==> config.mk <==
export PLATFORM = sky130hd
export DESIGN_NAME = imem_loader_flat
export DESIGN_NICKNAME = d
export VERILOG_FILES = /design/src/rtl/imem_loader_if.sv /design/src/rtl/imem_loader.sv /design/src/flat_wrapper.sv
export SDC_FILE = /design/constraint.sdc
export NUM_CORES = 2
export LEC_CHECK = 0
export ABC_AREA = 0
export BUFFER_PORTS_ARGS = -buffer_cell sky130_fd_sc_hd__buf_2
export CAP_MARGIN = 30
export CORE_MARGIN = 2
export CORE_UTILIZATION = 47
export DETAILED_ROUTE_END_ITERATION = 16
export PLACE_DENSITY = 0.65
export SYNTH_ARGS = -nofsm -noshare
export SYNTH_HDL_FRONTEND = slang
export SYNTH_SLANG_ARGS = --single-unit
==> constraint.sdc <==
create_clock -name clk -period 4.95 [get_ports clk]
set_input_delay 0.7425 -clock clk [delete_from_list [all_inputs] [get_ports clk]]
set_output_delay 0.7425 -clock clk [all_outputs]
set_load 0.05 [all_outputs]
==> src/rtl/imem_loader_if.sv <==
// Byte-stream handshake bundle feeding the instruction-memory loader.
// The source drives one byte per cycle with valid/last; the loader answers with ready.
interface imem_loader_if;
  logic       in_valid;
  logic [7:0] in_data;
  logic       in_last;
  logic       in_ready;

  modport master (
    output in_valid,
    output in_data,
    output in_last,
    input  in_ready
  );

  modport slave (
    input  in_valid,
    input  in_data,
    input  in_last,
    output in_ready
  );
endinterface : imem_loader_if

==> src/rtl/imem_loader.sv <==
// Instruction memory loader: accepts a byte stream into a byte-addressed memory,
// serves big-endian 32-bit words to fetch combinationally, and keeps the
// pipeline stalled (cpu_en=0) until a load has completed.
module imem_loader #(
  parameter int ADDR_W = 8
) (
  input  logic              clk,
  input  logic              rst,
  input  logic              start,
  imem_loader_if.slave      in_if,
  input  logic [ADDR_W-1:0] fetch_addr,
  output logic [31:0]       fetch_word,
  output logic              cpu_en,
  output logic              load_done,
  output logic              full,
  output logic [ADDR_W:0]   byte_count,
  output logic [7:0]        checksum
);

  localparam int unsigned DEPTH = 32'd1 << ADDR_W;
  localparam logic [ADDR_W:0] FULL_CNT = DEPTH[ADDR_W:0];

  typedef enum logic [1:0] {
    IDLE = 2'd0,
    LOAD = 2'd1,
    DONE = 2'd2
  } state_t;

  state_t            state_q, state_d;
  logic [ADDR_W:0]   byte_count_q, byte_count_d;
  logic [7:0]        checksum_q, checksum_d;
  logic              full_q, full_d;
  logic              in_ready_q, in_ready_d;
  logic              cpu_en_q, cpu_en_d;
  logic              load_done_q, load_done_d;

  logic              accept_s;
  logic              wr_en_s;
  logic [ADDR_W-1:0] wr_addr_s;

  // Memory contents survive reset and reloads; only written bytes change.
  logic [7:0]        mem_q [DEPTH];

  // in_ready is a flop, so acceptance depends on in_valid only through this AND.
  assign accept_s  = in_if.in_valid & in_ready_q;
  assign wr_addr_s = byte_count_q[ADDR_W-1:0];

  // Next-state, counter and registered-output computation for the load FSM.
  always_comb begin
    state_d      = state_q;
    byte_count_d = byte_count_q;
    checksum_d   = checksum_q;
    full_d       = full_q;
    wr_en_s      = 1'b0;
    case (state_q)
      IDLE, DONE: begin
        if (start) begin
          state_d      = LOAD;
          byte_count_d = '0;
          checksum_d   = 8'h00;
          full_d       = 1'b0;
        end else begin
          state_d = state_q;
        end
      end
      LOAD: begin
        // start is deliberately ignored here: counters keep running.
        if (accept_s) begin
          wr_en_s      = 1'b1;
          byte_count_d = byte_count_q + {{ADDR_W{1'b0}}, 1'b1};
          checksum_d   = checksum_q + in_if.in_data;
          if (in_if.in_last) begin
            state_d = DONE;
          end else if (byte_count_d == FULL_CNT) begin
            state_d = DONE;
            full_d  = 1'b1;
          end else begin
            state_d = LOAD;
          end
        end else begin
          state_d = LOAD;
        end
      end
      default: begin
        state_d      = IDLE;
        byte_count_d = '0;
        checksum_d   = 8'h00;
        full_d       = 1'b0;
      end
    endcase
    in_ready_d  = (state_d == LOAD) && (byte_count_d < FULL_CNT);
    cpu_en_d    = (state_d == DONE);
    load_done_d = (state_d == DONE) && (state_q != DONE);
  end

  // FSM state, counters and handshake/status outputs with synchronous reset.
  always_ff @(posedge clk) begin
    if (rst) begin
      state_q      <= IDLE;
      byte_count_q <= '0;
      checksum_q   <= 8'h00;
      full_q       <= 1'b0;
      in_ready_q   <= 1'b0;
      cpu_en_q     <= 1'b0;
      load_done_q  <= 1'b0;
    end else begin
      state_q      <= state_d;
      byte_count_q <= byte_count_d;
      checksum_q   <= checksum_d;
      full_q       <= full_d;
      in_ready_q   <= in_ready_d;
      cpu_en_q     <= cpu_en_d;
      load_done_q  <= load_done_d;
    end
  end

  // Byte write port; a write coinciding with reset is suppressed.
  always_ff @(posedge clk) begin
    if (wr_en_s && !rst) begin
      mem_q[wr_addr_s] <= in_if.in_data;
    end
  end

  // Fetch addresses wrap mod DEPTH through ADDR_W-bit arithmetic; no alignment needed.
  always_comb begin
    fetch_word = {mem_q[fetch_addr],
                  mem_q[fetch_addr + {{(ADDR_W-1){1'b0}}, 1'b1}],
                  mem_q[fetch_addr + {{(ADDR_W-2){1'b0}}, 2'd2}],
                  mem_q[fetch_addr + {{(ADDR_W-2){1'b0}}, 2'd3}]};
  end

  assign in_if.in_ready = in_ready_q;
  assign cpu_en         = cpu_en_q;
  assign load_done      = load_done_q;
  assign full           = full_q;
  assign byte_count     = byte_count_q;
  assign checksum       = checksum_q;

endmodule : imem_loader

==> src/flat_wrapper.sv <==
// flat-port wrapper written by rule: the top's interface ports become plain ports
module imem_loader_flat 
#(
  parameter int ADDR_W = 8
)
  (clk, rst, start, fetch_addr, fetch_word, cpu_en, load_done, full, byte_count, checksum, in_if_in_valid, in_if_in_data, in_if_in_last, in_if_in_ready);
  imem_loader_if in_if_i ();
  input  logic clk;
  input  logic rst;
  input  logic start;
  input  logic [ADDR_W-1:0] fetch_addr;
  output logic [31:0] fetch_word;
  output logic cpu_en;
  output logic load_done;
  output logic full;
  output logic [ADDR_W:0] byte_count;
  output logic [7:0] checksum;
  input wire logic [$bits(in_if_i.in_valid)-1:0] in_if_in_valid;
  input wire logic [$bits(in_if_i.in_data)-1:0] in_if_in_data;
  input wire logic [$bits(in_if_i.in_last)-1:0] in_if_in_last;
  output wire logic [$bits(in_if_i.in_ready)-1:0] in_if_in_ready;
  assign in_if_i.in_valid = in_if_in_valid;
  assign in_if_i.in_data = in_if_in_data;
  assign in_if_i.in_last = in_if_in_last;
  assign in_if_in_ready = in_if_i.in_ready;
  imem_loader #(.ADDR_W(ADDR_W)) u_core (.clk(clk), .rst(rst), .start(start), .in_if(in_if_i), .fetch_addr(fetch_addr), .fetch_word(fetch_word), .cpu_en(cpu_en), .load_done(load_done), .full(full), .byte_count(byte_count), .checksum(checksum));
endmodule
; Word-level counts from Yosys, hierarchy flattened
; Memory sizes are Yosys's and may differ from the RTL's.
; Index checks and enable logic that the tools add are counted.
[classes]
eq_ne = 10
n_reduce_logical = 8
bitwise = 1
magnitude_cmp = 1
n_mux = 20
add_sub_neg = 5
[ops]
columns = cell, n
row1 = 9-bit two-way mux, 2
row2 = 9-bit case mux with 2 select lines, 1
row3 = 8-bit by 2-bit adder with 8-bit output (second input constant), 2
row4 = 8-bit two-way mux, 2
row5 = 8-bit case mux with 2 select lines, 1
row6 = 9-bit by 1-bit adder with 9-bit output (second input constant), 1
row7 = 9-bit == test (second input constant), 1
row8 = 9-bit less-than comparator (second input constant), 1
row9 = 8-bit by 1-bit adder with 8-bit output (second input constant), 1
row10 = 8-bit adder, 1
row11 = 1-bit two-way mux, 8
row12 = 2-bit two-way mux, 4
row13 = 2-bit inequality test (second input constant), 3
row14 = 2-bit by 1-bit == test with 1-bit output (second input constant), 2
row15 = 2-bit == test (second input constant), 2
row16 = 2-bit by 1-bit inequality test with 1-bit output (second input constant), 2
row17 = 2-bit case mux with 2 select lines, 1
row18 = 4-bit AND reduction, 1
row19 = 1-bit logical AND, 3
row20 = 2-bit zero test, 1
row21 = 1-bit case mux with 2 select lines, 1
row22 = 2-bit AND reduction, 1
row23 = 2-bit OR reduction, 1
row24 = 1-bit bitwise AND, 1
row25 = 1-bit zero test, 1
[totals]
mem_count = 1
mem_bits_rw = 2048
regBits = 23
[memory_table]
columns = memory, depth, width, read_ports, rd_clocked_by_memory_dff, write_ports, line_no
row1 = u_core.mem_q, 256, 8, 4, 0, 1, imem_loader.sv:42  ; logic [7:0] mem_q [DEPTH];

; Longest topological paths before layout
[depth]
word_depth = 8
mapped_depth = 19
ltp_nobuf = 9

; Worst setup path after synthesis
; No wires, ideal clock.
[synth_timing]
path_type = input to output
start = input port fetch_addr[0]
end = output port fetch_word[22]
arrival_time_ns = 5.488
stages = 18
n_path_buf = 10
slack_ns = -1.280
required_ns = 4.208
path_cell_list = buf_4 buf_8 inv_2 buf_4 buf_4 buf_2 ha_1 buf_4 buf_4 buf_2 buf_2 clkbuf_1 mux4_2 mux2i_1 o211ai_1 a32oi_1 o21ai_0 nor4_1
[synth_via]
elab_chain_cells = 2
[synth_lines]
columns = element, line_no
row1 = start: declaration, flat_wrapper.sv:11  ; input logic [ADDR_W-1:0] fetch_addr;
row2 = 8-bit by 1-bit adder with 8-bit output, imem_loader.sv:127  ; mem_q[fetch_addr + {{(ADDR_W-1){1'b0}}, 1'b1}],
row3 = memory 256 x 8 bit, n/a
row4 = end: declaration, flat_wrapper.sv:12  ; output logic [31:0] fetch_word;
; No other way between the ends.

; Worst setup path after layout
[layout_timing]
start = input port fetch_addr[1]
end = output port fetch_word[19]
; Same word-level chain as after synthesis.

==> metrics.json <==
{
  "routed_wirelength_um": 506000,
  "mappedNetlistArea_um2": 129000,
  "drt_first_pass_iters": 6,
  "power.switching_fraction_pct": 27.9,
  "critical_path.slowest_cell": "nor4_4",
  "layout-drive-gt1-share_pct": 48.3,
  "count_of_maximum_capacitance_violations": 0,
  "place.detailed.hpwl_um": 344000,
  "globalRouteTotalUtil_pct": 35.7,
  "vias_in_the_first_global_route": 85400,
  "slew_worst_pin_ps": 1350,
  "grt_pass1_wl_um": 693000,
  "drt-initial-drc-count": 17300,
  "synth_top_flop_cell": "edfxtp_1",
  "synth_enable_flop_cells": 2048,
  "placedCellCount": 11200,
  "largest_fanout_of_any_net_on_the_critical_path": 13,
  "endpoint_kind": "primary output",
  "cts-htree-levels": 4,
  "grt_remaining_overflow": 0,
  "clock_insertion_delay_worst_skew_ps": 930,
  "synth.yosys.seq_area_share_pct": 47.9,
  "cts-buffers-inserted": 228,
  "post_layout_nonfiller_instances": 11700,
  "clock_sink_count": 2071,
  "pwr-share-seq_pct": 41.4,
  "synth_cells": 7260,
  "clkPwrFrac_pct": 37.9,
  "cpPeakStageDelay_ps": 630,
  "synth.ff_latch_count": 2071,
  "io_buffer_count": 73,
  "cp_cell_sequence": "buf_12, buf_12, ha_4, xor2_4, buf_12, buf_4, buf_16, mux4_2, mux2_2, o22ai_2, a31oi_1, buf_4, o22ai_1, buf_4, nor4_4, buf_6",
  "die_area_um2": 279000,
  "critPathRequiredTime_ps": 4210,
  "cts-root-buf": "clkbuf_16",
  "multiInputGateArea_um2": 64800,
  "layout.filler_cells": 20600,
  "pin_count_of_the_biggest_net_entering_global_routing": 196,
  "total_leakage_power_nw": 49.3,
  "slew_headroom_pct": 10.2,
  "hold_path_class": "input port to flop",
  "cts-hold-fix-buffers": 0,
  "mappedNetlistNets": 7297,
  "yosysWarnings": 0,
  "setup_slack_after_placement_ps": -737,
  "floorplan.core_area_um2": 274000,
  "finalInstanceArea_um2": 151000,
  "antenna_found_initial": 22,
  "effective_utilization_at_floorplan_pct": 47.3,
  "hold_violations": 0,
  "timing.final.crit_share_pct": 102,
  "number_of_distinct_standard_cells_referenced_by_the_synthesized_netlist": 66,
  "cellInternalPower_mw": 33.6,
  "path_buf_inv": 8,
  "path_class": "input port to primary output",
  "io_pins": 74,
  "drc_errors": 0,
  "synthMostInstantiatedCell": "mux4_2",
  "ff_latch_area_um2": 62000,
  "dieWidth_um": 529,
  "final.setup.worst_slack_ps": -117,
  "vias_per_cell": 7.81,
  "synthTopCellsByCount": "mux4_2, edfxtp_1, nand2_1",
  "setup.worst_path.start_class": "input port",
  "clockBufferDepth": 4,
  "setup_viol_count_final": 14,
  "clk_pin_slew_ps": 60,
  "fmaxAchievable_mhz": 197,
  "async_set_or_reset_flop_fraction_in_the_synthesized_netlist_pct": 0,
  "unrepaired_setup_endpoints_after_global_routing": "true",
  "fin_tns_setup_ps": -569,
  "antenna_violating_nets_post_route": 0,
  "pwr_density_nw_per_um2": 308,
  "fp-row-count": 192,
  "run_status": "finished, violations left",
  "cts_tree": "done",
  "worst_ir_drop_vdd_mv": 0.297,
  "power.combinational.fraction_pct": 20.7,
  "report.final.slew_viol_count": 0,
  "routedWlPerCell_um": 43.3,
  "area_contributors_post_synth": "edfxtp_1, mux4_2, mux2i_1",
  "p_sw_mw": 13.0,
  "postPlaceCellArea_um2": 141000,
  "yosys.area.top_type": "edfxtp_1",
  "gp_congestion": 1.03,
  "failing_checks": "setup timing",
  "area_growth_pct": 16.9,
  "period_minus_slack_ps": 5070,
  "routed-via-count": 91200,
  "die_h_um": 529,
  "cp_top_family": "buffers and inverters",
  "postSynthAreaPerCell_um2": 17.8,
  "report.power.total_mw": 46.6,
  "finClkSkew_ps": 38.1,
  "design.final.nets": 7922,
  "synth.top_cell.area_share_pct": 47.5,
  "worst_ep_arrival_time_ps": 4320
}
-- power by group through the flow --
stage               clock network (mW)  logic [mW]  registers (mW)
floorplan                            0        5.01            19.6
global route                      18.4        9.79            19.3
detailed placement                   0        8.83            19.6
CTS                               17.8        9.23            19.3
global placement                     0        8.80            19.6
finish                            17.7        9.66            19.3
-- routing by layer --
layer	up-vias	routed length [µm]	part of all wire, %	GRT usage, %
met5	-	56	0.011	0
met4	8	36000	7.1	20.1
met3	1419	81500	16	13.5
met2	8958	220000	43	51.4
met1	47500	169000	33	46.8
li1	33400	-	-	-
-- placed cells by master (no fill, tap or decap), types with 15 or more instances in the layout --
master / instances
clkinv_1: 41
o221ai_1: 22
nor2_1: 280
a31oi_1: 69
clkinvlp_4: 18
nand2_1: 576
o211ai_1: 16
a32oi_1: 29
mux4_2: 2214
o22ai_1: 88
buf_4: 779
mux2_2: 48
edfxtp_1: 2048
nand3_1: 215
a22oi_1: 41
buf_2: 48
o22ai_2: 18
o2111ai_1: 15
clkbuf_16: 242
a211oi_1: 31
bufinv_16: 32
nor2b_1: 20
mux2i_1: 350
buf_16: 44
diode_2: 25
a21oi_1: 48
clkbuf_1: 34
dfxtp_1: 23
buf_6: 41
bufbuf_16: 20
clkinv_2: 52
nand4_1: 42
a221oi_1: 27
nor4_4: 16
buf_12: 163
buf_8: 16
-- flip-flops by register name, indices dropped and copies added (netlist names) --
signal                 cells
u_core.byte_count          9
u_core.checksum            8
u_core.cpu_en              1
u_core.full                1
u_core.in_if.in_ready      1
u_core.load_done           1
u_core.mem_q            2048
u_core.state_q             2
-- worst reg2reg max path, cell delays in order (launching register included) --
cell and delay (ps):
dfxtp_1 420, nor2b_1 290, nand3_1 110, buf_4 200, nor2_2 640, nand4b_1 810, nor2_1 1120
-- per-stage QoR --
stage | utilization (%) | hold slack (ps)
global placement | 51.4 | 486
detailed placement | 51.5 | 496
global route | 55.3 | 177
floorplan | - | 509
CTS | 54.9 | 204
finish | 55.3 | 185
-- final cells by class --
type,count,area share [%]
Multi-Input combinational cell,4441,42.8
Clock inverter,157,1.14
Inverter,8,0.0248
Antenna cell,25,0.0414
Clock buffer,262,3.87
Sequential cell,2071,41.0
Timing Repair Buffer,1135,8.18
Tap cell,3589,2.97
-- final timing paths --
kind	depth (start not counted)	to	startpoint	slack (ps)
worst max register to register	6	u_core.mem_q[93][0]	u_core.state_q[0]	970
worst min-delay path	1	u_core.mem_q[113][5]	in_if_in_data[5]	180
worst max-delay path	16	fetch_word[19]	fetch_addr[1]	-120
worst min register to register	1	u_core.checksum[0]	u_core.checksum[0]	510
-- what timing repair did --
action,CTS,global route
pin swaps,25,15
resized for setup,136,93
endpoints found under the hold margin,0,0
setup buffers,29,26
setup endpoints to repair,26,28
cloned,22,13
-- kinds of logic after synthesis --
kind of cell             after synthesis  share of synthesized area (%)
XOR/XNOR                              32                          0.222
AND/OR/NAND/NOR                     1248                           4.17
AO/OA/AOI/OAI                        521                           2.86
buffers and inverters                748                           2.91
multiplexers                        2624                           41.8
flip-flops                          2071                           47.9
adder cells (fa/ha/maj)               16                          0.161
No activity file was read; power rests on OpenSTA's default activity.
